$ cat src/rtl/reset_sequencer.sv
// Per-domain reset generator: async assert, synchronised and stretched deassert,
// staggered release, masked software reset and last-cause capture.
module reset_sequencer #(
  parameter int unsigned N_RST          = 4,
  parameter int unsigned SYNC_STAGES    = 2,
  parameter int unsigned STRETCH_CYCLES = 16,
  parameter int unsigned STAGGER_CYCLES = 4
) (
  input  logic             sys_clk,
  input  logic             ext_reset_n,
  input  logic             sw_rst_req,
  input  logic [N_RST-1:0] sw_rst_mask,
  output logic [N_RST-1:0] rst_out_n,
  output logic             rst_done,
  output logic [1:0]       rst_cause
);

  localparam int unsigned CNT_MAX = (STRETCH_CYCLES > STAGGER_CYCLES) ? STRETCH_CYCLES : STAGGER_CYCLES;
  localparam int unsigned CNT_W   = $clog2(CNT_MAX + 1);
  localparam int unsigned IDX_W   = (N_RST > 1) ? $clog2(N_RST) : 1;

  localparam logic [1:0] HOLD    = 2'd0;
  localparam logic [1:0] RELEASE = 2'd1;
  localparam logic [1:0] RUN     = 2'd2;

  localparam logic [1:0] CAUSE_EXT = 2'b01;
  localparam logic [1:0] CAUSE_SW  = 2'b10;

  logic [SYNC_STAGES-1:0] sync_q;
  logic                   sync_out;

  logic [1:0]       state_q, state_d;
  logic [CNT_W-1:0] cnt_q,   cnt_d;
  logic [IDX_W-1:0] idx_q,   idx_d;
  logic [N_RST-1:0] rst_q,   rst_d;
  logic             done_q,  done_d;
  logic [1:0]       cause_q, cause_d;

  // Deassertion synchroniser; cleared asynchronously by the board reset
  always_ff @(posedge sys_clk or negedge ext_reset_n) begin
    if (!ext_reset_n) sync_q <= '0;
    else              sync_q <= {sync_q[SYNC_STAGES-2:0], 1'b1};
  end

  assign sync_out = sync_q[SYNC_STAGES-1];

  // State and registered outputs
  always_ff @(posedge sys_clk or negedge ext_reset_n) begin
    if (!ext_reset_n) begin
      state_q <= HOLD;
      cnt_q   <= '0;
      idx_q   <= '0;
      rst_q   <= '0;
      done_q  <= 1'b0;
      cause_q <= CAUSE_EXT;
    end else begin
      state_q <= state_d;
      cnt_q   <= cnt_d;
      idx_q   <= idx_d;
      rst_q   <= rst_d;
      done_q  <= done_d;
      cause_q <= cause_d;
    end
  end

  // Next-state: stretch in HOLD, one domain per stagger slot in RELEASE
  always_comb begin
    state_d = state_q;
    cnt_d   = cnt_q;
    idx_d   = idx_q;
    rst_d   = rst_q;
    done_d  = done_q;
    cause_d = cause_q;

    case (state_q)
      HOLD: begin
        if (sync_out) begin
          if (cnt_q == CNT_W'(STRETCH_CYCLES - 1)) begin
            cnt_d    = '0;
            rst_d[0] = 1'b1;
            if (N_RST == 1) begin
              state_d = RUN;
              done_d  = 1'b1;
            end else begin
              state_d = RELEASE;
              idx_d   = IDX_W'(1);
            end
          end else begin
            cnt_d = cnt_q + CNT_W'(1);
          end
        end
      end

      RELEASE: begin
        if (cnt_q == CNT_W'(STAGGER_CYCLES - 1)) begin
          cnt_d = '0;
          rst_d = rst_q | (N_RST'(1) << idx_q);
          idx_d = idx_q + IDX_W'(1);
          if (idx_q == IDX_W'(N_RST - 1)) begin
            state_d = RUN;
            done_d  = 1'b1;
            idx_d   = '0;
          end
        end else begin
          cnt_d = cnt_q + CNT_W'(1);
        end
      end

      RUN: begin
        // Unmasked domains keep running; the walk still visits every index
        if (sw_rst_req && (sw_rst_mask != '0)) begin
          state_d = HOLD;
          cnt_d   = '0;
          idx_d   = '0;
          rst_d   = rst_q & ~sw_rst_mask;
          done_d  = 1'b0;
          cause_d = CAUSE_SW;
        end
      end

      default: begin
        state_d = HOLD;
        cnt_d   = '0;
        idx_d   = '0;
      end
    endcase
  end

  assign rst_out_n = rst_q;
  assign rst_done  = done_q;
  assign rst_cause = cause_q;

endmodule

$ cat config.mk
export PLATFORM = sky130hd
export DESIGN_NAME = reset_sequencer
export DESIGN_NICKNAME = d
export VERILOG_FILES = /design/src/rtl/reset_sequencer.sv
export SDC_FILE = /design/constraint.sdc
export NUM_CORES = 1
export LEC_CHECK = 0
export CAP_MARGIN = 20
export CELL_PAD_IN_SITES_DETAIL_PLACEMENT = 0
export CELL_PAD_IN_SITES_GLOBAL_PLACEMENT = 1
export CORE_MARGIN = 2
export CORE_UTILIZATION = 41
export DETAILED_ROUTE_END_ITERATION = 10
export PLACE_DENSITY = 0.86
export SKIP_LAST_GASP = 1
export SLEW_MARGIN = 20
export SYNTH_ARGS = -nofsm -noshare
export SYNTH_HDL_FRONTEND = slang
export SYNTH_SLANG_ARGS = --single-unit
$ cat constraint.sdc
create_clock -name sys_clk -period 2.1 [get_ports sys_clk]
set_input_delay 0.42 -clock sys_clk [delete_from_list [all_inputs] [get_ports sys_clk]]
set_output_delay 0.42 -clock sys_clk [all_outputs]
set_load 0.02 [all_outputs]
==> Yosys cells after proc, flatten, opt, wreduce, memory -nomap -nowiden <==
Cells that the tools add are included.
{ "op_classes": {"bitwise": 3, "n_shift": 1, "n_addsub": 2, "eq_ne": 10, "reduce_logical": 12, "n_mux": 24} }
{ "op_table": {"columns": ["cell", "count"], "rows": [
  ["$mux 5", 4],
  ["$pmux 5 s3", 1],
  ["$mux 2", 7],
  ["$pmux 2 s3", 2],
  ["$ne 2x2->1 const B", 5],
  ["$reduce_and 5->1", 2],
  ["$mux 4", 2],
  ["$reduce_and 4->1", 2],
  ["$pmux 3 s2", 1],
  ["$add 5x1->5 const B", 1],
  ["$eq 5x2->1 const B", 1],
  ["$eq 5x4->1 const B", 1],
  ["$mux 1", 5],
  ["$and 4x4->4", 1],
  ["$eq 2x2->1 const B", 2],
  ["$not 4->4", 1],
  ["$or 4x4->4", 1],
  ["$reduce_and 2->1", 2],
  ["$reduce_bool 4->1", 1],
  ["$shl 1x2->4 const A", 1],
  ["$pmux 1 s3", 1],
  ["$reduce_and 3->1", 1],
  ["$reduce_bool 3->1", 1],
  ["$add 2x1->2 const B", 1],
  ["5 further kinds", 5]
]} }
{ "totals": {"wordCells": 60, "inputBits": 7, "reg_bits": 18, "out_inout_bits": 7} }

==> Depth between registers and ports, before layout <==
{ "logic_depth": {"depth_word": 4, "depth_mapped": 8, "ltp_nobuf": 8} }

==> Worst setup path after synthesis <==
OpenSTA, ideal clock, no wires.
{ "synth_timing": {"path_kind": "register to register", "startpoint": "register cnt_q[0]", "endpoint": "register rst_q[0], in the netlist rst_out_n[0]", "required_time_ns": 1.972, "n_path_buf": 0, "arrival_time_ns": 1.644, "setup_time_ns": 0.128, "synth_period_minus_slack_ns": 1.772, "path_stages_with_launch": 6, "setup_slack_ns": 0.328, "cell_sequence": "dfrtp_1 ha_1 or4b_4 a21oi_4 nand3b_1 mux2_1"} }
{ "synth_via": {"elab_chain_len": 3, "elab_cells_between_ends": 5, "classes_between": "eq/ne: 4; reduce/logical: 1"} }
{ "synth_rtl": {"columns": ["element", "line_no", "rtl"], "rows": [
  ["start, declared", "33", "logic [CNT_W-1:0] cnt_q, cnt_d;"],
  ["start signal, assigned", "58", "cnt_q <= cnt_d;"],
  ["$eq 5x2->1 or $eq 5x4->1 (tied branches)", "95, 78", null],
  ["$ne 2x2->1 (no line)", null, null],
  ["$reduce_and 5->1 (no line) (*)", null, null],
  ["end signal, assigned", "60", "rst_q <= rst_d;"],
  ["end, declared", "35", "logic [N_RST-1:0] rst_q, rst_d;"]
]} }
Mark *: on every way between the ends. The rest lies on a longest branch, timed or not.
A chain may end at the register's enable or synchronous reset.

==> Worst setup path after layout <==
Ends and elaborated chain as after synthesis.

==> insert_results.sql <==
INSERT INTO impl_metrics (metric_group, metric, value, unit) VALUES
('outcome', 'run_status', 'finished, final reports clean', ''),
('synthesis', 'synth.yosys.seq_area_share', '43.8', '%'),
('route', 'drtAntennaViolNets', '0', ''),
('global_routing', 'grt_antenna_before_repair', '0', ''),
('setup_path', 'setup.worst_path.start_class', 'flip-flop', ''),
('die', 'core.rowCount', '18', ''),
('synthesis', 'synth_compound_gate_area_share', '19.5', '%'),
('route', 'avgViaCountPerCell', '5.32', ''),
('timing', 'whs', '0.386', 'ns'),
('worst_hold_path', 'hold_path.class', 'flip-flop to flip-flop', ''),
('global_routing', 'first_global_vias', '820', ''),
('die', 'dieArea', '0.00293', 'sq mm'),
('synthesis', 'synth_area_per_cell', '10.3', 'sq um'),
('synthesis', 'synthDominantAreaCellType', 'dfrtp_1', ''),
('synthesis', 'number_of_standard_cells_after_synthesis', '100', ''),
('global_routing', 'grt_first_pass_wirelength', '3750', 'microns'),
('power', 'power.ir.vdd_worst', '0.718', 'mV'),
('power', 'pwr_cell_area', '1440', 'mW/mm^2'),
('cts', 'max_clock_buf_depth', '2', ''),
('finish', 'post_route_cells_drive_above_1_share', '14.0', '%'),
('die', 'floorplan.initialDensity', '42.4', '%'),
('finish', 'fin_cells', '151', ''),
('timing', 'slew_viols_final', '0', ''),
('synthesis', 'syn-cell-area', '0.00103', 'sq mm'),
('timing', 'setup_repair_after_global_routing_missed_its_margin', 'no', ''),
('timing', 'min_period_over_period', '92.6', '%'),
('route', 'wl', '2160', 'microns'),
('timing', 'fmax', '514', 'MHz'),
('die', 'ioPinCount', '14', ''),
('cts', 'cts_tree', 'yes', ''),
('setup_path', 'worstPathMaxFanout', '7', ''),
('synthesis', 'adder_cell_fraction_of_synth_area', '13.3', '%'),
('global_routing', 'gr-usage-all-layers', '18.3', '%'),
('setup_path', 'worstPathArrival', '2.14', 'ns'),
('global_routing', 'maximum_number_of_pins_on_one_net_before_global_route_repair', '19', ''),
('setup_path', 'worstSetupPathType', 'flip-flop to flip-flop', ''),
('timing', 'timing.final.setup_violations', '0', ''),
('cts', 'sink_count_of_the_clock_tree', '18', ''),
('cts', 'clock_tree.htree_level_count', '1', ''),
('synthesis', 'synth_seq_cells', '18', ''),
('route', 'drc_errors', '0', ''),
('run', 'cap_viol_max_count', '0', ''),
('route', 'detail_route.first_pass.iterations', '4', ''),
('setup_path', 'type_of_element_capturing_the_critical_path', 'flip-flop', ''),
('cts', 'cts_setup_buffers', '0', ''),
('die', 'die_w', '54.1', 'microns'),
('route', 'via_total_after_detailed_routing', '804', ''),
('synthesis', 'combinational_family_with_the_most_area_after_synthesis', 'compound AO/OA/AOI/OAI gates', ''),
('die', 'floorplan.die.height', '54.1', 'microns'),
('synthesis', 'synth-edff-count', '0', ''),
('synthesis', 'postSynth.topFlopCell', 'dfrtp_1', ''),
('finish', 'flow.area_growth_from_synthesis', '21.7', '%'),
('synthesis', 'ys_async_sr_fraction', '100', '%'),
('synthesis', 'synth_top_cells_by_area', 'dfrtp_1 (41%), ha_1 (13%), o21ai_0 (5.3%)', ''),
('timing', 'finalHoldViolations', '0', ''),
('place', 'gpl.final_weighted_congestion', '0.805', ''),
('place', 'placedCellCount', '147', ''),
('place', 'dp_hpwl', '1630', 'microns'),
('synthesis', 'synthXorXnorAreaFrac', '0', '%'),
('synthesis', 'yosys.cell_types.count', '31', ''),
('synthesis', 'synth.cells.most_frequent', 'dfrtp_1 (17), ha_1 (11), inv_1 (11), o21ai_0 (11), nand2_1 (6)', ''),
('route', 'detailedRoute.firstIterationViolations', '25', ''),
('synthesis', 'muxShareOfSynthArea', '4.00', '%'),
('power', 'leakage', '0.589', 'nW'),
('finish', 'design.final.nets', '140', ''),
('timing', 'fin_crit_period', '1.94', 'ns'),
('synthesis', 'post_synth_and_or_nand_nor_area_fraction', '13.5', '%'),
('setup_path', 'critical_path_required', '2.29', 'ns'),
('route', 'post_drt_wl_per_cell', '14.3', 'microns'),
('cts', 'cts-resized-gates', '0', ''),
('finish', 'insertedDiodeCount', '0', ''),
('place', 'port_buffers', '13', ''),
('synthesis', 'synth.top_cell.area_share', '41.3', '%'),
('cts', 'clock_latency', '0.30', 'ns'),
('cts', 'tritoncts.num_buffers', '3', ''),
('cts', 'postCtsHoldBufs', '0', ''),
('synthesis', 'synthesis.nets', '118', ''),
('die', 'core_area', '0.00243', 'sq mm'),
('synthesis', 'yosys_warnings', '0', ''),
('synthesis', 'synthMostInstantiatedCell', 'dfrtp_1', ''),
('cts', 'clockRootBuffer', 'clkbuf_4', ''),
('timing', 'clock-skew-final', '0.00380', 'ns'),
('global_routing', 'globalRouteOverflowTotal', '0', ''),
('cts', 'path_clk_slew', '0.11', 'ns');
routing by layer:
layer | GRT usage (%) | share of wire, % | up-vias
li1 | - | - | 394
met1 | 23.8 | 47 | 392
met2 | 28.5 | 48 | 14
met3 | 4.44 | 3.8 | 4
met4 | 8.33 | 1.7 | 0
met5 | 0 | 0 | -
power by group:
group / switching (mW) / internal [mW] / total (mW)
sequential: 0.105 / 0.480 / 0.585
combinational: 0.563 / 0.471 / 1.03
clock: 0.112 / 0.0741 / 0.186
total: 0.780 / 1.02 / 1.80
registers in the layout, indices dropped and copies added (netlist names):
| register | count |
|---|---|
| idx_q | 2 |
| state_q | 2 |
| rst_cause | 2 |
| cnt_q | 5 |
| sync_q | 2 |
| rst_done | 1 |
| rst_out_n | 4 |
path summary, 6_finish.rpt:
check / startpoint / to / slack, ns / depth (start not counted)
setup / recovery: cnt_q[0] / rst_out_n[0] / 0.16 / 5
hold / removal: sync_q[0] / sync_q[1] / 0.39 / 0
setup reg to reg: cnt_q[0] / rst_out_n[0] / 0.16 / 5
hold reg to reg: sync_q[0] / sync_q[1] / 0.39 / 0
max in group asynchronous: ext_reset_n / rst_cause[0] / 1.41 / 2
min in group asynchronous: ext_reset_n / cnt_q[0] / 0.43 / 2
kinds of logic (layout without fill, tap and decap cells):
| family | count (synthesis) | in the layout |
|---|---|---|
| muxes | 4 | 4 |
| adders and majority gates | 11 | 11 |
| other | 1 | 1 |
| AOI/OAI and AO/OA | 29 | 29 |
| and+or+nand+nor | 24 | 24 |
| DFF | 18 | 18 |
| buffers and inverters | 13 | 34 |
cells in the final DEF, fill, tap and decap left out, types with 3 or more instances in the layout:
| cell type | count |
|---|---|
| nand2_1 | 6 |
| nand3_1 | 4 |
| a21oi_1 | 3 |
| ha_1 | 11 |
| a31oi_1 | 4 |
| nand2b_1 | 3 |
| buf_4 | 6 |
| o21ai_0 | 11 |
| mux2i_1 | 3 |
| clkdlybuf4s50_1 | 13 |
| inv_1 | 11 |
| nor2b_1 | 4 |
| dfrtp_1 | 17 |
| clkbuf_4 | 3 |
metrics by stage:
| stage | utilization [%] | setup TNS [ns] | cell area [sq um] | setup slack, ns | total power, mW |
|---|---|---|---|---|---|
| floorplan | - | 0 | 1030 | 0.328 | 1.32 |
| global placement | 50.5 | -0.420 | 1230 | -0.102 | 1.59 |
| detailed placement | 50.5 | -0.553 | 1230 | -0.123 | 1.62 |
| CTS | 51.6 | 0 | 1250 | 0.165 | 1.82 |
| global route | 51.6 | 0 | 1250 | 0.0410 | 1.97 |
| finish | 51.6 | 0 | 1250 | 0.155 | 1.80 |
layout make-up:
type	count	area, sq um
inverter	11	41.3
fill	225	1180
timing repair buffer	19	175
clock buffer	4	26.3
multi-input combinational	69	523
tap	30	37.5
sequential	18	452
critical path, stage by stage, from the launching register on:
cell	delay (ns)
dfrtp_1	0.40
ha_1	0.22
or4b_4	0.52
a21oi_4	0.26
nand3b_1	0.12
mux2_1	0.32
No activity file was read; power rests on OpenSTA's default activity.
